`src/rtl/a10_mac_pkg.sv`:
```
// rtl/a10_mac_pkg.sv - shared widths and pipeline stage record for the dot-product issuer
package a10_mac_pkg;

  localparam int OPND_W = 8;
  localparam int PROD_W = 17;

  typedef struct packed {
    logic              valid;
    logic              first;
    logic              last;
    logic [PROD_W-1:0] p;
  } mac_stage_t;

endpackage

```
`src/rtl/a10_mac_pair_pipe.sv`:
```
// rtl/a10_mac_pair_pipe.sv - two signed 8x8 multiplies plus add, carried through MAC_LATENCY gated stages
module a10_mac_pair_pipe
  import a10_mac_pkg::*;
#(
  parameter int MAC_LATENCY = 2
) (
  input  logic              clock,
  input  logic              reset,
  input  logic              i_en,
  input  logic              i_valid,
  input  logic              i_first,
  input  logic              i_last,
  input  logic [OPND_W-1:0] i_a0,
  input  logic [OPND_W-1:0] i_b0,
  input  logic [OPND_W-1:0] i_a1,
  input  logic [OPND_W-1:0] i_b1,
  output mac_stage_t        o_tail
);

  logic signed [2*OPND_W-1:0] w_prod0;
  logic signed [2*OPND_W-1:0] w_prod1;
  logic [PROD_W-1:0]          w_p;
  mac_stage_t                 r_stage [MAC_LATENCY];

  assign w_prod0 = $signed(i_a0) * $signed(i_b0);
  assign w_prod1 = $signed(i_a1) * $signed(i_b1);
  // One extra sign bit makes the pair sum exact for every operand combination.
  assign w_p     = {w_prod0[2*OPND_W-1], w_prod0} + {w_prod1[2*OPND_W-1], w_prod1};

  always_ff @(posedge clock or posedge reset) begin
    if (reset) begin
      for (int i = 0; i < MAC_LATENCY; i++) begin
        r_stage[i] <= '0;
      end
    end else if (i_en) begin
      r_stage[0] <= '{valid: i_valid, first: i_first, last: i_last, p: w_p};
      for (int i = 1; i < MAC_LATENCY; i++) begin
        r_stage[i] <= r_stage[i-1];
      end
    end
  end

  assign o_tail = r_stage[MAC_LATENCY-1];

endmodule

```
`src/rtl/a10_mac_dot_issuer.sv`:
```
// rtl/a10_mac_dot_issuer.sv - beat counter, accumulator and output register around the pair-product pipe
module a10_mac_dot_issuer
  import a10_mac_pkg::*;
#(
  parameter int MAC_LATENCY = 2,
  parameter int ACC_W       = 32,
  parameter int LEN_W       = 16
) (
  input  logic              clock,
  input  logic              reset,
  input  logic [LEN_W-1:0]  cfg_len,
  input  logic              in_valid,
  output logic              in_ready,
  input  logic [OPND_W-1:0] in_a0,
  input  logic [OPND_W-1:0] in_b0,
  input  logic [OPND_W-1:0] in_a1,
  input  logic [OPND_W-1:0] in_b1,
  output logic              out_valid,
  input  logic              out_ready,
  output logic [ACC_W-1:0]  out_result
);

  mac_stage_t               w_tail;
  logic                     w_stall;
  logic                     w_accept;
  logic                     w_first;
  logic                     w_last;
  logic                     w_load;
  logic [LEN_W-1:0]         w_len_cur;
  logic signed [PROD_W-1:0] w_tail_p;
  logic signed [ACC_W-1:0]  w_p_ext;
  logic [ACC_W-1:0]         w_acc_next;

  logic [LEN_W-1:0]         r_count;
  logic [LEN_W-1:0]         r_len;
  logic [ACC_W-1:0]         r_acc;
  logic [ACC_W-1:0]         r_result;
  logic                     r_out_valid;

  // Only a finished result that cannot leave the tail blocks the whole pipe.
  assign w_stall  = w_tail.valid && w_tail.last && r_out_valid && !out_ready;
  assign in_ready = !w_stall;
  assign w_accept = in_valid && !w_stall;

  assign w_first   = (r_count == '0);
  assign w_len_cur = w_first ? ((cfg_len == '0) ? LEN_W'(1) : cfg_len) : r_len;
  assign w_last    = (r_count == w_len_cur - LEN_W'(1));

  a10_mac_pair_pipe #(
    .MAC_LATENCY (MAC_LATENCY)
  ) u_pipe (
    .clock   (clock),
    .reset   (reset),
    .i_en    (!w_stall),
    .i_valid (w_accept),
    .i_first (w_first),
    .i_last  (w_last),
    .i_a0    (in_a0),
    .i_b0    (in_b0),
    .i_a1    (in_a1),
    .i_b1    (in_b1),
    .o_tail  (w_tail)
  );

  always_ff @(posedge clock or posedge reset) begin
    if (reset) begin
      r_count <= '0;
      r_len   <= '0;
    end else if (w_accept) begin
      if (w_first) begin
        r_len <= w_len_cur;
      end
      r_count <= w_last ? '0 : r_count + LEN_W'(1);
    end
  end

  assign w_tail_p   = w_tail.p;
  assign w_p_ext    = ACC_W'(w_tail_p);
  assign w_acc_next = (w_tail.first ? '0 : r_acc) + w_p_ext;
  assign w_load     = w_tail.valid && w_tail.last && !w_stall;

  always_ff @(posedge clock or posedge reset) begin
    if (reset) begin
      r_acc       <= '0;
      r_result    <= '0;
      r_out_valid <= 1'b0;
    end else begin
      if (w_tail.valid && !w_stall) begin
        r_acc <= w_tail.last ? '0 : w_acc_next;
      end
      // A new result may replace the one being handed off in the same cycle.
      if (w_load) begin
        r_result    <= w_acc_next;
        r_out_valid <= 1'b1;
      end else if (out_ready) begin
        r_out_valid <= 1'b0;
      end
    end
  end

  assign out_valid  = r_out_valid;
  assign out_result = r_result;

endmodule

```
`config.mk`:
```
export PLATFORM = sky130hd
export DESIGN_NAME = a10_mac_dot_issuer
export DESIGN_NICKNAME = d
export VERILOG_FILES = /design/src/rtl/a10_mac_pkg.sv /design/src/rtl/a10_mac_pair_pipe.sv /design/src/rtl/a10_mac_dot_issuer.sv
export SDC_FILE = /design/constraint.sdc
export NUM_CORES = 1
export LEC_CHECK = 0
export ABC_AREA = 1
export CORE_ASPECT_RATIO = 0.7
export CORE_MARGIN = 2
export CORE_UTILIZATION = 62
export CTS_CLUSTER_DIAMETER = 80
export DETAILED_ROUTE_END_ITERATION = 10
export DONT_BUFFER_PORTS = 1
export PLACE_DENSITY_LB_ADDON = 0.25
export RECOVER_POWER = 50
export SYNTH_ARGS = -nofsm -noshare
export SYNTH_HDL_FRONTEND = slang
export SYNTH_SLANG_ARGS = --single-unit
```
`constraint.sdc`:
```
create_clock -name clock -period 5.8 [get_ports clock]
set_clock_uncertainty 0.15 [all_clocks]
set_input_delay 0.29 -clock clock [delete_from_list [all_inputs] [get_ports clock]]
set_output_delay 0.29 -clock clock [all_outputs]
set_load 0.01 [all_outputs]
```
==> impl_metrics.tcl <==
set metrics [dict create \
    nFillCells 1811 \
    layout.nets 2074 \
    yosysUniqueCellTypes 46 \
    place.port_buffers 0 \
    overflow 0 \
    grt_usage_pct 29.0 \
    outcome "finished, violations left" \
    endpoint_kind "register" \
    hold_start "cfg_len[2]" \
    layout_common_cells "nand2_1, inv_1, fa_1" \
    maxCapViolCount 3 \
    clockBufferDepth 2 \
    grt_pass1_wl_um 55000 \
    tightestPinTransition_ns 3.63 \
    cts_tree "done" \
    post_drt_wl_per_cell_um 15.2 \
    slew_headroom_pct -143 \
    cp.required_ns 5.94 \
    whs_ns 0.0368 \
    drt_first_pass_iters 6 \
    fp.dieW_um 183 \
    viasPerCell 5.43 \
    setup_tns_ns 0 \
    ys_seq_elements 137 \
    grt_max_degree 83 \
    violations "capacitance limit, slew limit" \
    min_period_over_period_pct 92.4 \
    die_h_um 129 \
    initial_core_util_pct 63.6 \
    synth_cells 1815 \
    netlist_area_mm2 0.0139 \
    cp_max_fo 4 \
    place_ws_ns -0.0148 \
    n_antenna_cell 0 \
    root_buffer "clkbuf_16" \
    setup_ws_ns 0.439 \
    ios 86 \
    post_synth.cell_area_avg_um2 7.65 \
    fmax_mhz 187 \
    async_flop_share_pct 100 \
    period_minus_slack_ns 5.36 \
    setup_viol_count_final 0 \
    start_kind "input port" \
    cts_sinks 137 \
    drive_gt1_share_pct 5.38 \
    cts_made_buffers 17 \
    synth_seq_area_share_pct 24.7 \
    cp.arrival_ns 5.50 \
    antenna_found_initial 0 \
    fin_util_pct 67.4 \
    startpoint "in_b0[7]" \
    clk_pin_slew_ns 0.06 \
    clock_latency_ns 0.42 \
    finalHoldViolCount 0 \
    grt_setup_unrepaired "false" \
    die_area_mm2 0.0236 \
    path_class "input port to register" \
    wl_um 31700 \
    hp-class "input port to register" \
    post_cts_buffers 0 \
    hpwl_um 25000 \
    synth_fp_nets 2098 \
    synth_flop_cell "dfrtp_1" \
    hold_buffers 9 \
    synth_edf_count 0 \
    final_common_cell "nand2_1" \
    final_antenna_net_count 0 \
    finalMaxSlewViolations 146 \
    cts-resized-gates 0 \
    drc 0 \
    r2r-start "r_count[0]" \
    r2r_slack_ns 1.46 \
    num_rows 45 \
    place.gp.congestion 0.926 \
    drt_iter0_drc 817 \
    htree_levels 4 \
    vias 11324 \
    ys_warn_count 0 \
    grt_pass1_vias 11359 \
    fp.coreArea_mm2 0.0218 \
    syn_to_final_growth_pct 5.99 \
]
-- stage by stage --
| step | cell area [um^2] | std cells |
|---|---|---|
| 2_1_floorplan | 13900 | 1815 |
| 3_3_place_gp | 14100 | 2045 |
| 3_5_place_dp | 14100 | 2045 |
| 4_1_cts | 14700 | 2086 |
| 5_1_grt | 14700 | 2086 |
| 6_report | 14700 | 2086 |
-- critical path, stage by stage --
cell and delay [ns]:
clkinv_1 0.08, or2_2 0.31, fa_1 0.51, fa_1 0.52, inv_1 0.05, fa_1 0.55, fa_1 0.43, fa_1 0.49
inv_1 0.05, fa_1 0.48, inv_1 0.04, ha_1 0.32, nand2_1 0.10, inv_1 0.05, nand4_1 0.10, o211ai_1 0.14
a21boi_0 0.32, o21ai_0 0.19, a21boi_0 0.24, xor2_1 0.16, o21ai_0 0.08
-- path summary, 6_finish.rpt --
kind	to	cells past startpoint
setup / recovery	u_pipe.r_stage[35]	21
hold / removal	r_len[2]	3
setup reg to reg	r_count[11]	20
hold reg to reg	u_pipe.o_tail[19]	2
max in group asynchronous	r_acc[30]	3
min in group asynchronous	r_count[0]	2
-- per-layer routing --
metal | up-vias | wire length [um] | track usage (%)
li1 | 5464 | - | -
met1 | 5423 | 15100 | 43.3
met2 | 405 | 13800 | 45.7
met3 | 32 | 2400 | 4.67
met4 | 0 | 297 | 5.46
met5 | - | 0 | 0
-- cell usage after synthesis, types with 15 or more instances --
cell type	count	area share, %
or2_2	16	0.72
o21ai_0	71	2.6
a21oi_1	45	1.6
nor2_1	114	3.1
nand2_2	15	0.68
xor2_1	37	2.3
inv_1	356	9.6
nand3_1	87	3.1
clkbuf_1	57	1.5
o22ai_1	17	0.77
dfrtp_1	137	25
nand2_1	500	14
ha_1	87	7.8
fa_1	144	21
xnor2_1	27	1.7
-- area by class of cell --
class / count / area, um^2 / share of cell area, %
tap: 282 / 353 / 2.40
sequential: 137 / 3430 / 23.3
timing repair buffer: 20 / 163 / 1.10
inverter: 366 / 1380 / 9.34
clock inverter: 13 / 144 / 0.977
clock buffer: 19 / 443 / 3.01
multi-input combinational: 1249 / 8810 / 59.9
-- sequential cells by signal (all words and copies together), names as in the netlist --
| register | flops |
|---|---|
| u_pipe.r_stage | 20 |
| r_len | 16 |
| out_valid | 1 |
| r_count | 16 |
| out_result | 32 |
| u_pipe.o_tail | 20 |
| r_acc | 32 |
-- cell families (layout without fill, tap and decap cells) --
| kind of cell | Yosys count | after routing | share of synthesized area, % |
|---|---|---|---|
| AND/OR/NAND/NOR | 782 | 782 | 23.8 |
| buffers and inverters | 429 | 418 | 11.8 |
| adder cells (fa/ha/maj) | 231 | 231 | 28.6 |
| AO/OA/AOI/OAI | 170 | 170 | 6.89 |
| flip-flops | 137 | 137 | 24.7 |
| XOR/XNOR | 64 | 64 | 4.04 |
| multiplexers | 2 | 2 | 0.162 |
Power is left out: the tool's default activity adds up to more than one toggle a clock period on the data nets, which glitch-free logic cannot reach.
